--- config.mk ---
export PLATFORM = sky130hd
export DESIGN_NAME = xgmii_rx_monitor
export DESIGN_NICKNAME = d
export VERILOG_FILES = /design/src/rtl/xgmii_pkg.sv /design/src/rtl/xgmii_lane_decode.sv /design/src/rtl/xgmii_rx_monitor.sv
export SDC_FILE = /design/constraint.sdc
export NUM_CORES = 1
export LEC_CHECK = 0
export CAP_MARGIN = 20
export CORE_ASPECT_RATIO = 1.5
export CORE_MARGIN = 2
export CORE_UTILIZATION = 55
export DETAILED_ROUTE_END_ITERATION = 10
export PLACE_DENSITY_LB_ADDON = 0.1
export SLEW_MARGIN = 15
export SYNTH_ARGS = -nofsm -noshare
export SYNTH_HDL_FRONTEND = slang
export SYNTH_SLANG_ARGS = --single-unit
--- constraint.sdc ---
create_clock -name xgemac_clk_156 -period 13.2 [get_ports xgemac_clk_156]
set_input_delay 1.32 -clock xgemac_clk_156 [delete_from_list [all_inputs] [get_ports xgemac_clk_156]]
set_output_delay 1.32 -clock xgemac_clk_156 [all_outputs]
set_load 0.01 [all_outputs]
--- src/rtl/xgmii_pkg.sv ---
// rtl/xgmii_pkg.sv - XGMII control codes, RX FSM state and saturating arithmetic helpers
package xgmii_pkg;

    localparam logic [7:0] XGMII_START = 8'hFB;
    localparam logic [7:0] XGMII_TERM  = 8'hFD;
    localparam logic [7:0] XGMII_ERROR = 8'hFE;
    localparam logic [7:0] XGMII_IDLE  = 8'h07;

    typedef enum logic {
        ST_IDLE     = 1'b0,
        ST_IN_FRAME = 1'b1
    } rx_state_t;

    function automatic logic [15:0] sat_inc16(input logic [15:0] v);
        return (v == 16'hFFFF) ? v : v + 16'd1;
    endfunction

    function automatic logic [31:0] sat_inc32(input logic [31:0] v);
        return (v == 32'hFFFF_FFFF) ? v : v + 32'd1;
    endfunction

    function automatic logic [31:0] sat_add32(input logic [31:0] a, input logic [31:0] b);
        logic [32:0] s;
        s = {1'b0, a} + {1'b0, b};
        return s[32] ? 32'hFFFF_FFFF : s[31:0];
    endfunction

endpackage

--- src/rtl/xgmii_lane_decode.sv ---
// rtl/xgmii_lane_decode.sv - combinational decode of one 64-bit XGMII word into start/terminate/error flags
module xgmii_lane_decode (
    input  logic [63:0] d,
    input  logic [7:0]  c,
    output logic        sof,
    output logic        term_hit,
    output logic [2:0]  term_lane,
    output logic        ctrl_any,
    output logic        err_any
);
    import xgmii_pkg::*;

    always_comb begin
        sof       = c[0] && (d[7:0] == XGMII_START);
        ctrl_any  = |c;
        term_hit  = 1'b0;
        term_lane = 3'd0;
        err_any   = 1'b0;
        // Descending scan so the lowest terminating lane is the one that sticks.
        for (int k = 7; k >= 0; k--) begin
            if (c[k] && (d[8*k +: 8] == XGMII_TERM)) begin
                term_hit  = 1'b1;
                term_lane = 3'(k);
            end
            if (c[k] && (d[8*k +: 8] == XGMII_ERROR)) begin
                err_any = 1'b1;
            end
        end
    end

endmodule

--- src/rtl/xgmii_rx_monitor.sv ---
// rtl/xgmii_rx_monitor.sv - XGMII RX frame statistics and TX-to-RX SOF round-trip latency monitor
module xgmii_rx_monitor #(
    parameter logic [15:0] MAX_LEN     = 16'd1518,
    parameter logic [15:0] MIN_LEN     = 16'd64,
    parameter logic [15:0] LAT_TIMEOUT = 16'hFFFF
) (
    input  logic        xgemac_clk_156,
    input  logic        sys_rst,
    input  logic [63:0] xgmii_tx_d,
    input  logic [7:0]  xgmii_tx_c,
    input  logic [63:0] xgmii_rx_d,
    input  logic [7:0]  xgmii_rx_c,
    input  logic        stats_clr,
    output logic        in_frame,
    output logic        frame_done,
    output logic [15:0] rx_last_len,
    output logic [31:0] rx_frame_cnt,
    output logic [31:0] rx_byte_cnt,
    output logic [15:0] rx_err_cnt,
    output logic [15:0] rx_runt_cnt,
    output logic        lat_valid,
    output logic [15:0] lat_last,
    output logic [15:0] lat_min,
    output logic [15:0] lat_max,
    output logic [15:0] lat_lost_cnt
);
    import xgmii_pkg::*;

    logic       tx_sof;
    logic       tx_term_unused, tx_ctrl_unused, tx_err_unused;
    logic [2:0] tx_lane_unused;
    logic       rx_sof, rx_term_hit, rx_ctrl_any, rx_err_any;
    logic [2:0] rx_term_lane;

    xgmii_lane_decode u_tx_decode (
        .d         (xgmii_tx_d),
        .c         (xgmii_tx_c),
        .sof       (tx_sof),
        .term_hit  (tx_term_unused),
        .term_lane (tx_lane_unused),
        .ctrl_any  (tx_ctrl_unused),
        .err_any   (tx_err_unused)
    );

    xgmii_lane_decode u_rx_decode (
        .d         (xgmii_rx_d),
        .c         (xgmii_rx_c),
        .sof       (rx_sof),
        .term_hit  (rx_term_hit),
        .term_lane (rx_term_lane),
        .ctrl_any  (rx_ctrl_any),
        .err_any   (rx_err_any)
    );

    rx_state_t   state;
    logic [15:0] len;
    logic        bad;
    logic [3:0]  term_bytes;
    logic [16:0] len_sum;
    logic [15:0] len_next;
    logic        bad_next;
    logic        ev_close, ev_good, ev_err;
    logic [15:0] close_len;

    always_comb begin
        term_bytes = 4'd0;
        for (int k = 0; k < 8; k++) begin
            if ((k < int'(rx_term_lane)) && !xgmii_rx_c[k]) begin
                term_bytes = term_bytes + 4'd1;
            end
        end
        len_sum  = {1'b0, len} + (rx_term_hit ? {13'd0, term_bytes} : 17'd8);
        len_next = len_sum[16] ? 16'hFFFF : len_sum[15:0];
        bad_next = bad | rx_err_any | (len_next > MAX_LEN);
    end

    // Frame-closing events; a restart SOF or stray control word closes as an error.
    always_comb begin
        ev_close  = 1'b0;
        ev_good   = 1'b0;
        close_len = len;
        if (state == ST_IN_FRAME) begin
            if (rx_sof) begin
                ev_close = 1'b1;
            end else if (rx_term_hit) begin
                ev_close  = 1'b1;
                ev_good   = ~bad_next;
                close_len = len_next;
            end else if (rx_ctrl_any) begin
                ev_close = 1'b1;
            end
        end
        ev_err = ev_close & ~ev_good;
    end

    always_ff @(posedge xgemac_clk_156) begin
        if (sys_rst) begin
            state       <= ST_IDLE;
            in_frame    <= 1'b0;
            len         <= 16'd0;
            bad         <= 1'b0;
            frame_done  <= 1'b0;
            rx_last_len <= 16'd0;
        end else begin
            frame_done <= ev_close;
            if (ev_close) begin
                rx_last_len <= close_len;
            end
            case (state)
                ST_IDLE: begin
                    if (rx_sof) begin
                        state    <= ST_IN_FRAME;
                        in_frame <= 1'b1;
                        len      <= 16'd0;
                        bad      <= 1'b0;
                    end
                end
                ST_IN_FRAME: begin
                    if (rx_sof) begin
                        len <= 16'd0;
                        bad <= 1'b0;
                    end else if (rx_term_hit || rx_ctrl_any) begin
                        state    <= ST_IDLE;
                        in_frame <= 1'b0;
                    end else begin
                        len <= len_next;
                        bad <= bad_next;
                    end
                end
                default: begin
                    state    <= ST_IDLE;
                    in_frame <= 1'b0;
                end
            endcase
        end
    end

    always_ff @(posedge xgemac_clk_156) begin
        if (sys_rst || stats_clr) begin
            rx_frame_cnt <= 32'd0;
            rx_byte_cnt  <= 32'd0;
            rx_err_cnt   <= 16'd0;
            rx_runt_cnt  <= 16'd0;
        end else begin
            if (ev_good) begin
                rx_frame_cnt <= sat_inc32(rx_frame_cnt);
                rx_byte_cnt  <= sat_add32(rx_byte_cnt, {16'd0, close_len});
                if (close_len < MIN_LEN) begin
                    rx_runt_cnt <= sat_inc16(rx_runt_cnt);
                end
            end
            if (ev_err) begin
                rx_err_cnt <= sat_inc16(rx_err_cnt);
            end
        end
    end

    logic [15:0] now, ts, age, lat_delta;
    logic        pending, sample_hit, capture, timeout;

    assign sample_hit = rx_sof & pending;
    assign capture    = tx_sof & (~pending | sample_hit);
    assign timeout    = pending & ~sample_hit & (age == LAT_TIMEOUT);
    assign lat_delta  = now - ts;

    // Timestamp tracking is untouched by stats_clr so an in-flight measurement survives a clear.
    always_ff @(posedge xgemac_clk_156) begin
        if (sys_rst) begin
            now       <= 16'd0;
            ts        <= 16'd0;
            age       <= 16'd0;
            pending   <= 1'b0;
            lat_valid <= 1'b0;
        end else begin
            now       <= now + 16'd1;
            lat_valid <= sample_hit;
            if (capture) begin
                ts      <= now;
                pending <= 1'b1;
                age     <= 16'd0;
            end else if (sample_hit || timeout) begin
                pending <= 1'b0;
                age     <= 16'd0;
            end else if (pending) begin
                age <= age + 16'd1;
            end
        end
    end

    always_ff @(posedge xgemac_clk_156) begin
        if (sys_rst || stats_clr) begin
            lat_last     <= 16'd0;
            lat_min      <= 16'hFFFF;
            lat_max      <= 16'd0;
            lat_lost_cnt <= 16'd0;
        end else begin
            if (sample_hit) begin
                lat_last <= lat_delta;
                if (lat_delta < lat_min) begin
                    lat_min <= lat_delta;
                end
                if (lat_delta > lat_max) begin
                    lat_max <= lat_delta;
                end
            end
            if (timeout) begin
                lat_lost_cnt <= sat_inc16(lat_lost_cnt);
            end
        end
    end

endmodule
# ---- After elaboration in Yosys (flattened, before gate mapping)
# Index checks and enable logic that the tools add are counted.
dict set report totals {
  output_inout_bits 179
  rom_bits 0
  wordCells 197
  regBits 246
  latch_bits 0
  inputBits 147
  n_memories 0
  mem_bits_rw 0
}
dict set report classes {
  addsub 15
  reduce_logical 46
  mul 0
  bitwise_logic 17
  shift 0
  n_eq_ne 27
  mux 62
  n_div 0
  order_cmp 11
}
# op n
set op_table {}
lappend op_table {{8-bit == test (second input constant)} 18}
lappend op_table {{16-bit 2-to-1 mux} 7}
lappend op_table {{16-bit by 1-bit adder with 16-bit output (second input constant)} 5}
lappend op_table {{16-bit == test (second input constant)} 4}
lappend op_table {{1-bit 2-to-1 mux} 35}
lappend op_table {{32-bit by 16-bit adder with 33-bit output} 1}
lappend op_table {{32-bit by 1-bit adder with 32-bit output (second input constant)} 1}
lappend op_table {{32-bit == test (second input constant)} 1}
lappend op_table {{32-bit 2-to-1 mux} 1}
lappend op_table {{16-bit one-hot mux with 2 select lines} 1}
lappend op_table {{4-bit 2-to-1 mux} 7}
lappend op_table {{1-bit logical AND} 25}
lappend op_table {{4-bit by 1-bit adder with 4-bit output (second input constant)} 6}
lappend op_table {{3-bit 2-to-1 mux} 8}
lappend op_table {{16-bit by 4-bit adder with 17-bit output} 1}
lappend op_table {{16-bit by 11-bit > comparator with 1-bit output (second input constant)} 1}
lappend op_table {{16-bit > comparator} 1}
lappend op_table {{16-bit < comparator} 1}
lappend op_table {{16-bit by 7-bit < comparator with 1-bit output (second input constant)} 1}
lappend op_table {{16-bit subtractor} 1}
lappend op_table {{2-bit AND reduction} 6}
lappend op_table {{3-bit < comparator (first input constant)} 3}
lappend op_table {{1-bit NOT} 9}
lappend op_table {{8-bit OR reduction} 1}
lappend op_table {{other kinds (13)} 33}

# ---- Depth between registers and ports, before layout
dict set report logic_depth {
  depth_word 37
  mapped_depth 41
  depth_no_buf 38
}

# ---- Cells and area by module
# Synthesis repeated with hierarchy kept, for this count alone.
dict set report unflattened {
  cells_unflattened 1880
  area_unflattened_um2 14792.9
}
# module n_inst seq_area_each_um2 cells_each area_each_um2
set modules_own_cells {}
lappend modules_own_cells {xgmii_rx_monitor 1 4924.7 1750 13959.6}
lappend modules_own_cells {xgmii_lane_decode 2 0.0 65 416.6}

# ---- Worst setup path before layout
# No wires, ideal clock.
dict set report synth_path {
  path_type {input port to flip-flop}
  start {input xgmii_rx_c[5]}
  end {register rx_byte_cnt[25]}
  cell_stages 39
  required_time_ns 13.073
  t_arrival_ns 8.706
  path_buffers 3
  slack_ns 4.367
  setup_ns 0.127
  path_cell_list {nand4_1 nor4_1 nor4_1 buf_2 nand2_1 nand2_1 or2_2 inv_1 ha_1 clkbuf_1 xor2_1 ha_1 mux2i_1 xor2_1 mux2_2 ha_1 nor3_1 a211oi_1 [... 3 more ...] fa_1 a21o_2 a21oi_4 or3_1 clkbuf_1 o21ai_0 nand2_1 nand2_1 ha_1 a21oi_1 o22ai_1 o21bai_1 a21o_1 a21oi_1 o221ai_1 nor3b_4 mux2i_1 or3_1}
}
# element line_no
set synth_lines {}
lappend synth_lines {{from (decl)} xgmii_rx_monitor.sv:12} ;# input logic [7:0] xgmii_rx_c,
lappend synth_lines {{1-bit logical AND} xgmii_lane_decode.sv:21} ;# if (c[k] && (d[8*k +: 8] == XGMII_TERM)) begin
lappend synth_lines {{3-bit 2-to-1 mux (6 in a row)} xgmii_lane_decode.sv:21}
lappend synth_lines {{1-bit by 3-bit < comparator with 1-bit output} xgmii_rx_monitor.sv:68} ;# if ((k < int'(rx_term_lane)) && !xgmii_rx_c[k]) begin
lappend synth_lines {{1-bit logical AND} xgmii_rx_monitor.sv:68}
lappend synth_lines {{1-bit 2-to-1 mux} xgmii_rx_monitor.sv:68}
lappend synth_lines {{4-bit by 1-bit adder with 4-bit output} xgmii_rx_monitor.sv:69} ;# term_bytes = term_bytes + 4'd1;
lappend synth_lines {{4-bit 2-to-1 mux} xgmii_rx_monitor.sv:68}
lappend synth_lines {{4-bit by 1-bit adder with 4-bit output} xgmii_rx_monitor.sv:69}
lappend synth_lines {{[... 10 more ...]} --}
lappend synth_lines {{16-bit by 4-bit adder with 17-bit output} xgmii_rx_monitor.sv:72} ;# len_sum = {1'b0, len} + (rx_term_hit ? {13'd0, term_bytes} : 17'd8);
lappend synth_lines {{16-bit 2-to-1 mux} xgmii_rx_monitor.sv:73} ;# len_next = len_sum[16] ? 16'hFFFF : len_sum[15:0];
lappend synth_lines {{16-bit 2-to-1 mux *} xgmii_rx_monitor.sv:85} ;# end else if (rx_term_hit) begin
lappend synth_lines {{16-bit 2-to-1 mux *} xgmii_rx_monitor.sv:83} ;# if (rx_sof) begin
lappend synth_lines {{16-bit 2-to-1 mux *} xgmii_rx_monitor.sv:82} ;# if (state == ST_IN_FRAME) begin
lappend synth_lines {{named net close_len[3]} xgmii_rx_monitor.sv:63} ;# logic [15:0] close_len;
lappend synth_lines {{32-bit by 16-bit adder with 33-bit output *} xgmii_pkg.sv:24} ;# s = {1'b0, a} + {1'b0, b};
lappend synth_lines {{32-bit 2-to-1 mux *} xgmii_pkg.sv:25} ;# return s[32] ? 32'hFFFF_FFFF : s[31:0];
lappend synth_lines {{to (signal assigned)} xgmii_rx_monitor.sv:147} ;# rx_byte_cnt <= sat_add32(rx_byte_cnt, {16'd0, close_len});
lappend synth_lines {{to (decl)} xgmii_rx_monitor.sv:18} ;# output logic [31:0] rx_byte_cnt,
# The timed path passes the listed nets; every way through them passes the cells marked *.
# A chain may end at the register's enable or synchronous reset.

# ---- Final worst setup path
dict set report layout_path {
  start {input xgmii_rx_c[2]}
  end {register rx_byte_cnt[28]}
}
# element line_no
set layout_lines {}
lappend layout_lines {{1-bit logical AND} xgmii_lane_decode.sv:21}
lappend layout_lines {{3-bit 2-to-1 mux (3 in a row)} xgmii_lane_decode.sv:21}
lappend layout_lines {{1-bit by 3-bit < comparator with 1-bit output} xgmii_rx_monitor.sv:68}
lappend layout_lines {{1-bit logical AND} xgmii_rx_monitor.sv:68}
lappend layout_lines {{1-bit 2-to-1 mux} xgmii_rx_monitor.sv:68}
lappend layout_lines {{4-bit by 1-bit adder with 4-bit output} xgmii_rx_monitor.sv:69}
lappend layout_lines {{4-bit 2-to-1 mux} xgmii_rx_monitor.sv:68}
lappend layout_lines {{4-bit by 1-bit adder with 4-bit output} xgmii_rx_monitor.sv:69}
lappend layout_lines {{[... 10 more ...]} --}
lappend layout_lines {{16-bit by 4-bit adder with 17-bit output} xgmii_rx_monitor.sv:72}
lappend layout_lines {{16-bit 2-to-1 mux} xgmii_rx_monitor.sv:73}
lappend layout_lines {{16-bit 2-to-1 mux *} xgmii_rx_monitor.sv:85}
lappend layout_lines {{16-bit 2-to-1 mux *} xgmii_rx_monitor.sv:83}
lappend layout_lines {{16-bit 2-to-1 mux *} xgmii_rx_monitor.sv:82}
lappend layout_lines {{named net close_len[0]} xgmii_rx_monitor.sv:63}
lappend layout_lines {{32-bit by 16-bit adder with 33-bit output *} xgmii_pkg.sv:24}
lappend layout_lines {{32-bit 2-to-1 mux *} xgmii_pkg.sv:25}
# Marks and branches as above.

==> run summary <==
clock root cell -> clkbuf_16
Fillers -> 2129
outcome -> completed
TritonCTS clock tree -> yes
Req. time, crit path -> 13680 ps
register area -> 0.00492 mm^2
I/O pin count -> 326
Mapped Cells -> 1773
Post-synth top cells -> 246 x dfxtp_1, 208 x nor2_1, 203 x nand2_1, 122 x a21oi_1, 88 x o21ai_0
die width -> 135 um
Synth-to-Final Area Change -> 26.3%
share of Yosys cell area claimed by the top area cell type -> 0.346
Warnings, synthesis -> 0
Cells after DPL -> 2309
Top Metal Used -> met4
hold-fix buffers at CTS -> 0
Pwr Total -> 0.00157 W
most used cell, CP -> ha_1
metal3 WL -> 2150 um
htree depth -> 1
Yosys reg bits -> 246
Max-slew headroom -> 0.316
post-CTS setup buffer count -> 0
top flop regs -> rx_byte_cnt (32), rx_frame_cnt (32)
Combinational Power Share -> 0.070
slowest CP cell -> clkdlybuf4s50_1
sequential share of the synthesized area -> 0.346
I/O Buffers -> 262
Fin. Hold Viols -> 0
mapped cell area -> 0.0142 mm^2
CP startpoint kind -> primary input
max-slew violation count -> 0
detailed-route wire length per cell -> 16.8 um
Die Ht -> 201 um
CP Max Fanout -> 11
All-Layer GR Usage -> 0.285
CP Data Arrival Time -> 10700 ps
Max Cap Viol -> 0
Psw -> 0.000368 W
count of cell types in the netlist -> 82
layout cell share with drive strength beyond 1 -> 0.0544
kind of end point of the critical path -> flip-flop
worst vdd ir -> 0.102 mV
most frequent cell after synthesis -> dfxtp_1
min-delay worst type -> flip-flop to flip-flop
Internal -> 0.00120 W
Final #Nets -> 2237
number of synthesized flops with an enable pin -> 0
most area-consuming cells after synthesis -> dfxtp_1 35%, ha_1 7.1%, nor2_1 5.5%
gr ovfl total -> 0
first-pass GRT wire length -> 64300 um
syn_nets -> 2004
ANT cells -> 0
Clk pwr share -> 0.457
# clock sinks -> 246
Most used DFF post-synth -> dfxtp_1
Net Sw Frac -> 0.234
Pleak -> 6.87 nW
Longest Clk Path Bufs -> 3
die area -> 0.0272 mm^2
Final Skew -> 25.3 ps
Iter 0 DRT Violations -> 712
syn_area_per_cell -> 8.02 um^2
cell taking the most area after synthesis -> dfxtp_1
RSZ-0062 raised after global routing -> no
min Tclk post-route -> 10220 ps
core area -> 0.0256 mm^2
Starting Density -> 0.556
CP Class -> primary input to flip-flop
Final setup viols -> 0
antenna violations before repair -> 0
crit share post-route -> 0.774
total CTS buffers -> 25
largest net degree at the start of global routing -> 85
Power Dens Cells -> 87.5 mW/mm^2
Post-route DRC -> 0
final worst setup slack -> 2980 ps
Initial DRT Pass Iterations -> 5
via/cell ratio -> 5.83
RePlAce Congestion -> 0.903
Skew-Pair Late Insertion Delay -> 550 ps
num rows -> 72
setup tns final -> 0 ps
number of global-route vias before repair -> 13300
post-cts sizing count -> 0
fin cells -> 2356
CP peak stage delay -> 660 ps
drt total wl -> 39500 um
Clk pin slew, worst setup/hold paths -> 60 ps
routed wl met2 -> 20400 um
M1 WL -> 15200 um
HPWL after detailed placement -> 28900 um
Multi-input gate area -> 0.00868 mm^2
antenna viol nets, final -> 0
worst slack at placement -> 2240 ps
Max Fclk -> 0.0979 GHz
ys async rst share -> 0
total number of vias -> 13700
Worst Tran Pin Value -> 1010 ps
Flop pwr share -> 0.474
## placed cells by master, fill, tap and decap left out, types with 48 or more instances in the layout
cell / count
clkdlybuf4s50_1: 261
ha_1: 81
nand2_1: 203
inv_1: 79
nor3_1: 48
a21oi_1: 122
nand3_1: 80
o21ai_0: 87
xnor2_1: 78
nor2_1: 207
dfxtp_1: 246
xor2_1: 53
## logic make-up (layout without fill, tap and decap cells)
group,after synthesis,in the layout,share of synthesized area
compound gates,335,335,0.147
xor+xnor,134,134,0.0850
fa+ha+maj,84,84,0.0755
buf+inv,160,410,0.0457
flops,246,246,0.346
mux,51,51,0.0365
simple gates,763,763,0.264
## stage by stage
| stage | utilization | cell area [um^2] | hold WS (ps) |
|---|---|---|---|
| finish | 0.702 | 18000 | 454 |
| global route | 0.702 | 18000 | 483 |
| CTS | 0.700 | 17900 | 458 |
| detailed placement | 0.668 | 17100 | 449 |
| global placement | 0.668 | 17100 | 441 |
| floorplan | - | 14200 | 430 |
## area by class of cell
cell class	count	share of cell area
multi-input cells	1367	0.483
flip-flops and latches	246	0.274
repair buffers	287	0.157
clock buffers	35	0.0408
well taps	333	0.0232
inverters	79	0.0165
clock inverters	9	0.00460
## metal layers
layer  global-route usage  vias up
met3               0.0449      102
met5                    0        -
li1                     -     6696
met2                0.537      409
met1                0.309     6519
met4                0.124        0
## power by group through the flow
stage	Sequential (W)	Clock (W)	Combinational (W)
floorplan	0.000761	0	0.0000570
global placement	0.000761	0	0.000106
detailed placement	0.000761	0	0.000107
CTS	0.000744	0.000725	0.000108
global route	0.000744	0.000755	0.000119
finish	0.000744	0.000718	0.000109
## path summary, 6_finish.rpt
kind	from	endpoint	slack, ps	cells after the start
hold reg to reg	lat_last[3]	lat_last[3]	450	2
setup reg to reg	now[1]	lat_max[9]	8070	18
hold / removal	lat_last[3]	lat_last[3]	450	2
setup / recovery	xgmii_rx_c[2]	rx_byte_cnt[28]	2980	39
## critical path: cells and delay by family
kind / cells / cell delay, ps
AOI/OAI and AO/OA: 9 / 1970
xor gates and xnor gates: 2 / 300
adders and majority gates: 7 / 1970
buffers and inverters: 4 / 1070
muxes: 2 / 540
and+or+nand+nor: 15 / 3470
(Power assumes the default switching activity.)
==> patch 1 (config.mk and constraints unchanged) <==
Make the reset (`sys_rst`) asynchronous in 2 clocked blocks.
--- a/src/rtl/xgmii_rx_monitor.sv
+++ b/src/rtl/xgmii_rx_monitor.sv
@@ -95,3 +95,3 @@
 
-    always_ff @(posedge xgemac_clk_156) begin
+    always_ff @(posedge xgemac_clk_156 or posedge sys_rst) begin
         if (sys_rst) begin
@@ -166,3 +166,3 @@
     // Timestamp tracking is untouched by stats_clr so an in-flight measurement survives a clear.
-    always_ff @(posedge xgemac_clk_156) begin
+    always_ff @(posedge xgemac_clk_156 or posedge sys_rst) begin
         if (sys_rst) begin
Behaviour: differs if sys_rst is asserted again (counterexample within 4 cycles, from zero or initial values and one cycle with sys_rst high); with sys_rst held inactive, the same outputs for 4 cycles.
==> patch 1 against the original RTL <==
- area after synthesis grew 3.6%
- setup slack lost 0.59 ns
- global-route usage shrank 0.97 points
- cell count shrank 2.7%
- total power grew 4.0%
- design area grew 3.0%
- wire length is essentially flat
- sequential cell count is the same
- first-iteration DRC count grew 7.0%
- critical endpoint is now rx_byte_cnt[1]
- highest routed layer unchanged
==> patch 1: results (changes against the original RTL) <==
status finished, final reports clean; GPL Wtd Cong 0.917 (+1.5%); met3 WL post-DR 1940 um (-10%); leakage 7.19 nW (+4.7%); Power Internal 1.25 mW (+3.6%); wl on met1 15,700 um (+3.7%); dpl ws 1.91 ns (-0.335 ns); Tot GR Track Use 27.5% (-0.97 points); Seq/Total Area, Yosys 36.4% (+1.7 points); Area after DPL 0.0176 sq mm (+2.8%); Worst path slowest cell a41oi_2; peak supply drop 0.104 mV (+1.0%); power density over cell area 88.3 mW/mm^2 (+0.96%); post-cts resize count 0 (unchanged); Layout Cells excl Fill 2,292 (-2.7%); Initial DRC Count 762 (+7.0%); family with the most delay on the worst path simple AND/OR/NAND/NOR gates; Slew headroom 34.4% (+2.8 points); first-pass GRT wire length 63,500 um (-1.3%); sequential share of power 46.7% (-0.7 points); Clock group 0.760 mW (+5.8%); synth unique cells 95 (+16%); Post-Syn Nets 1,933 (-3.5%); Area contributors post-synth dfxtp_1 (22%), dfrtp_1 (15%), ha_1 (6.9%), xnor2_1 (4.8%), nand2_1 (4.3%); largest net degree at the start of global routing 78 (-8.2%); WL per Instance 17.3 um (+2.9%); crit-path max FO 15 (+4); Max Clock Skew 0.0110 ns (-0.0143 ns); met3 Use GR 3.62% (-0.87 points); crit path DAT 11.18 ns (+0.48 ns); most common library cells after synthesis nand2_1 (168), nor2_1 (161), dfxtp_1 (160); FFs w/ async S/R, synth 35.0% (+35 points); Mapped Cells 1,702 (-4.0%); top power group sequential cells; met1 usage 32.6% (+1.7 points); Nets 2,167 (-3.1%); iteration count of the initial detailed-routing pass 7 (+2); filler cell count 2,122 (-0.33%); M2 GR Usage 49.6% (-4.1 points); crit-path max cell delay 0.73 ns (+0.07 ns); vias 13,500 (-1.8%); metal2 WL 20,600 um (+0.67%); Final HPWL DP 29,500 um (+1.8%)
patch 1: changes by cell type in the layout (fill, tap and decap cells not counted), sizes merged, moves of 29 or more:
cell / change
a21oi: -30
dfrtp: +86
nand2: -36
dfxtp: -86
mux2: +29
nor2: -47
patch 1: cell type report:
| class | count | area (sq um) | share of cell area [%] |
|---|---|---|---|
| Inverter | 93 | 350 | 1.89 |
| Timing Repair Buffer | 276 | 2750 | 14.9 |
| Clock inverter | 17 | 215 | 1.16 |
| Multi-Input combinational cell | 1294 | 8750 | 47.3 |
| Clock buffer | 29 | 661 | 3.57 |
| Sequential cell | 246 | 5360 | 28.9 |
| Tap cell | 337 | 422 | 2.28 |
patch 1: path summary, 6_finish.rpt:
check,startpoint,end,slack (ns),cells past startpoint
worst max register to register,len[0],rx_byte_cnt[1],7.43,15
worst min-delay path,lat_last[5],lat_last[5],0.45,2
min in group asynchronous,sys_rst,lat_valid,1.37,2
worst min register to register,lat_last[5],lat_last[5],0.45,2
worst max-delay path,xgmii_rx_c[2],rx_byte_cnt[1],2.40,31
max in group asynchronous,sys_rst,rx_last_len[2],10.59,3
patch 1: logic make-up (layout without fill, tap and decap cells):
| kind of cell | Yosys count | after routing | share of synthesized area (%) |
|---|---|---|---|
| mux | 60 | 60 | 4.36 |
| xor+xnor | 120 | 120 | 7.24 |
| flops | 246 | 246 | 36.4 |
| buf+inv | 162 | 415 | 4.51 |
| compound gates | 363 | 363 | 16.5 |
| simple gates | 667 | 667 | 23.8 |
| fa+ha+maj | 84 | 84 | 7.29 |
patch 1: tightest hold or removal path, stage by stage, from the launching register on:
cell	delay, ns
dfxtp_1	0.30
nand2_1	0.05
a21oi_1	0.05
==> patch 2 (same settings) <==
Without the edit above. Change the parameter `MAX_LEN` from 16'd1518 to 16'd759.
--- a/src/rtl/xgmii_rx_monitor.sv
+++ b/src/rtl/xgmii_rx_monitor.sv
@@ -2,3 +2,3 @@
 module xgmii_rx_monitor #(
-    parameter logic [15:0] MAX_LEN     = 16'd1518,
+    parameter logic [15:0] MAX_LEN     = 16'd759,
     parameter logic [15:0] MIN_LEN     = 16'd64,
Formal check against the unedited RTL: same outputs for any inputs over 4 cycles, from zero or initial values and one cycle with sys_rst high; that may be too few to reach the edited logic, so the function may still have changed.
==> patch 2 against the original RTL <==
- sequential share of layout area barely moved
- via count shrank 2.0%
- design area hardly changed
- critical path depth fell by 2
- setup slack worse by 0.60 ns
- clock power rose by 13%
- synthesized cell count decreased by 0.79%
- area after synthesis hardly changed
- wire length decreased by 4.0%
- maximum frequency down 5.5%
- total power is 5.6% higher
- sequential cell count unchanged
==> patch 2: results (changes against the original RTL) <==
met3 WL post-DR 1680 um (-22%); Post-Syn Nets 1,990 (-0.70%); share of layout cells above drive strength 1 4.76% (-0.68 points); vias 13,400 (-2.0%); Worst path slowest cell nor2_2; largest net degree at the start of global routing 77 (-9.4%); Slew headroom 30.4% (-1.2 points); Setup crit start xgmii_rx_c[3]; peak supply drop 0.0967 mV (-5.6%); Final HPWL DP 27,700 um (-4.4%); metal2 WL 19,800 um (-3.3%); WL final 38,000 um (-4.0%); worst-skew pair later-pin latency 0.55 ns (about the same); Initial DRC Count 602 (-15%); leakage 6.89 nW (+0.33%); Largest regs rx_byte_cnt: 32 flops, rx_frame_cnt: 32 flops; Syn. warnings 0 (unchanged); crit path DAT 11.21 ns (+0.51 ns); Clock Pin Slew Worst Setup and Hold Paths 0.07 ns; wl on met1 15,200 um (+0.42%); antenna cell count 0 (unchanged); Worst R2R Start len[0]; flop2flop setup slack 7.41 ns (-0.66 ns); Layout Cells excl Fill 2,330 (-1.1%); met3 Use GR 2.95% (-1.5 points); Nets 2,209 (-1.3%); Port Buf Inserts 262 (unchanged); CTS buffer count 26 (+4.0%); Mapped Cells 1,759 (-0.79%); Max Used Layer met4; synth unique cells 85 (+3.7%); cell depth of the worst flop-to-flop path 17 (-1); Hold Path End lat_last[15]; Area contributors post-synth dfxtp_1 (35%), ha_1 (7.1%), nand2_1 (5.1%), nor2_1 (5.1%), a21oi_1 (4.8%); hold slack 0.453 ns (-0.00155 ns); first-pass GRT wire length 62,100 um (-3.5%); most common library cells after synthesis dfxtp_1 (246), nand2_1 (194), nor2_1 (192); Tot GR Track Use 27.2% (-1.4 points); dpl ws 1.87 ns (-0.375 ns); FFs w/ async S/R, synth 0% (unchanged); worst hold path type register to register; crit-path max FO 16 (+5); met1 usage 31.4% (+0.53 points); M2 GR Usage 50.5% (-3.3 points); Seq/Total Area, Yosys 34.6% (about the same); Max Clock Skew 0.0142 ns (-0.0110 ns); FF-to-FF End rx_byte_cnt[0]; GPL Wtd Cong 0.883 (-2.3%); Area after DPL 0.0170 sq mm (-0.53%); status finished, final reports clean; crit-path max cell delay 0.63 ns (-0.03 ns); hold_sp lat_last[15]
patch 2: changes by cell type after synthesis, sizes merged, moves of 11 or more:
cell / before / now
nor2: 208 / 193
o21ai: 95 / 80
a21oi: 123 / 137
xnor2: 78 / 65
and4: 6 / 17
nand2: 205 / 194
patch 2: logic make-up after synthesis:
| kind of cell | Yosys count | synth area share (%) |
|---|---|---|
| adder cells (fa/ha/maj) | 84 | 7.55 |
| AO/OA/AOI/OAI | 345 | 15.1 |
| XOR/XNOR | 130 | 8.30 |
| flip-flops | 246 | 34.6 |
| AND/OR/NAND/NOR | 755 | 27.2 |
| buffers and inverters | 161 | 4.51 |
| multiplexers | 38 | 2.68 |
patch 2: tightest hold or removal path, cell delays in order, from the launching register on:
cell and delay [ns]:
dfxtp_1 0.31, nand2_1 0.05, a21oi_1 0.05
patch 2: worst max-delay path by stage:
| stage | depth (start not counted) | endpoint | slack (ns) |
|---|---|---|---|
| floorplan | 41 | rx_byte_cnt[10] | 3.82 |
| global placement | 37 | rx_byte_cnt[1] | 2.00 |
| detailed placement | 37 | rx_byte_cnt[1] | 1.87 |
| CTS | 37 | rx_byte_cnt[0] | 2.44 |
| global route | 37 | rx_byte_cnt[1] | 1.48 |
| finish | 37 | rx_byte_cnt[0] | 2.39 |
patch 2: area by class of cell:
type | instances | area (sq um)
multi-input combinational | 1352 | 8660
fill | 2073 | 7620
sequential | 246 | 4920
timing repair buffer | 275 | 2720
clock buffer | 30 | 686
tap | 333 | 417
inverter | 77 | 289
clock inverter | 17 | 268
patch 2: report_power, final:
group | switching, mW | internal [mW] | leakage, nW | total [mW]
combinational | 0.0538 | 0.0490 | 4.46 | 0.103
clock | 0.319 | 0.493 | 0.447 | 0.813
sequential | 0.00124 | 0.743 | 1.98 | 0.744
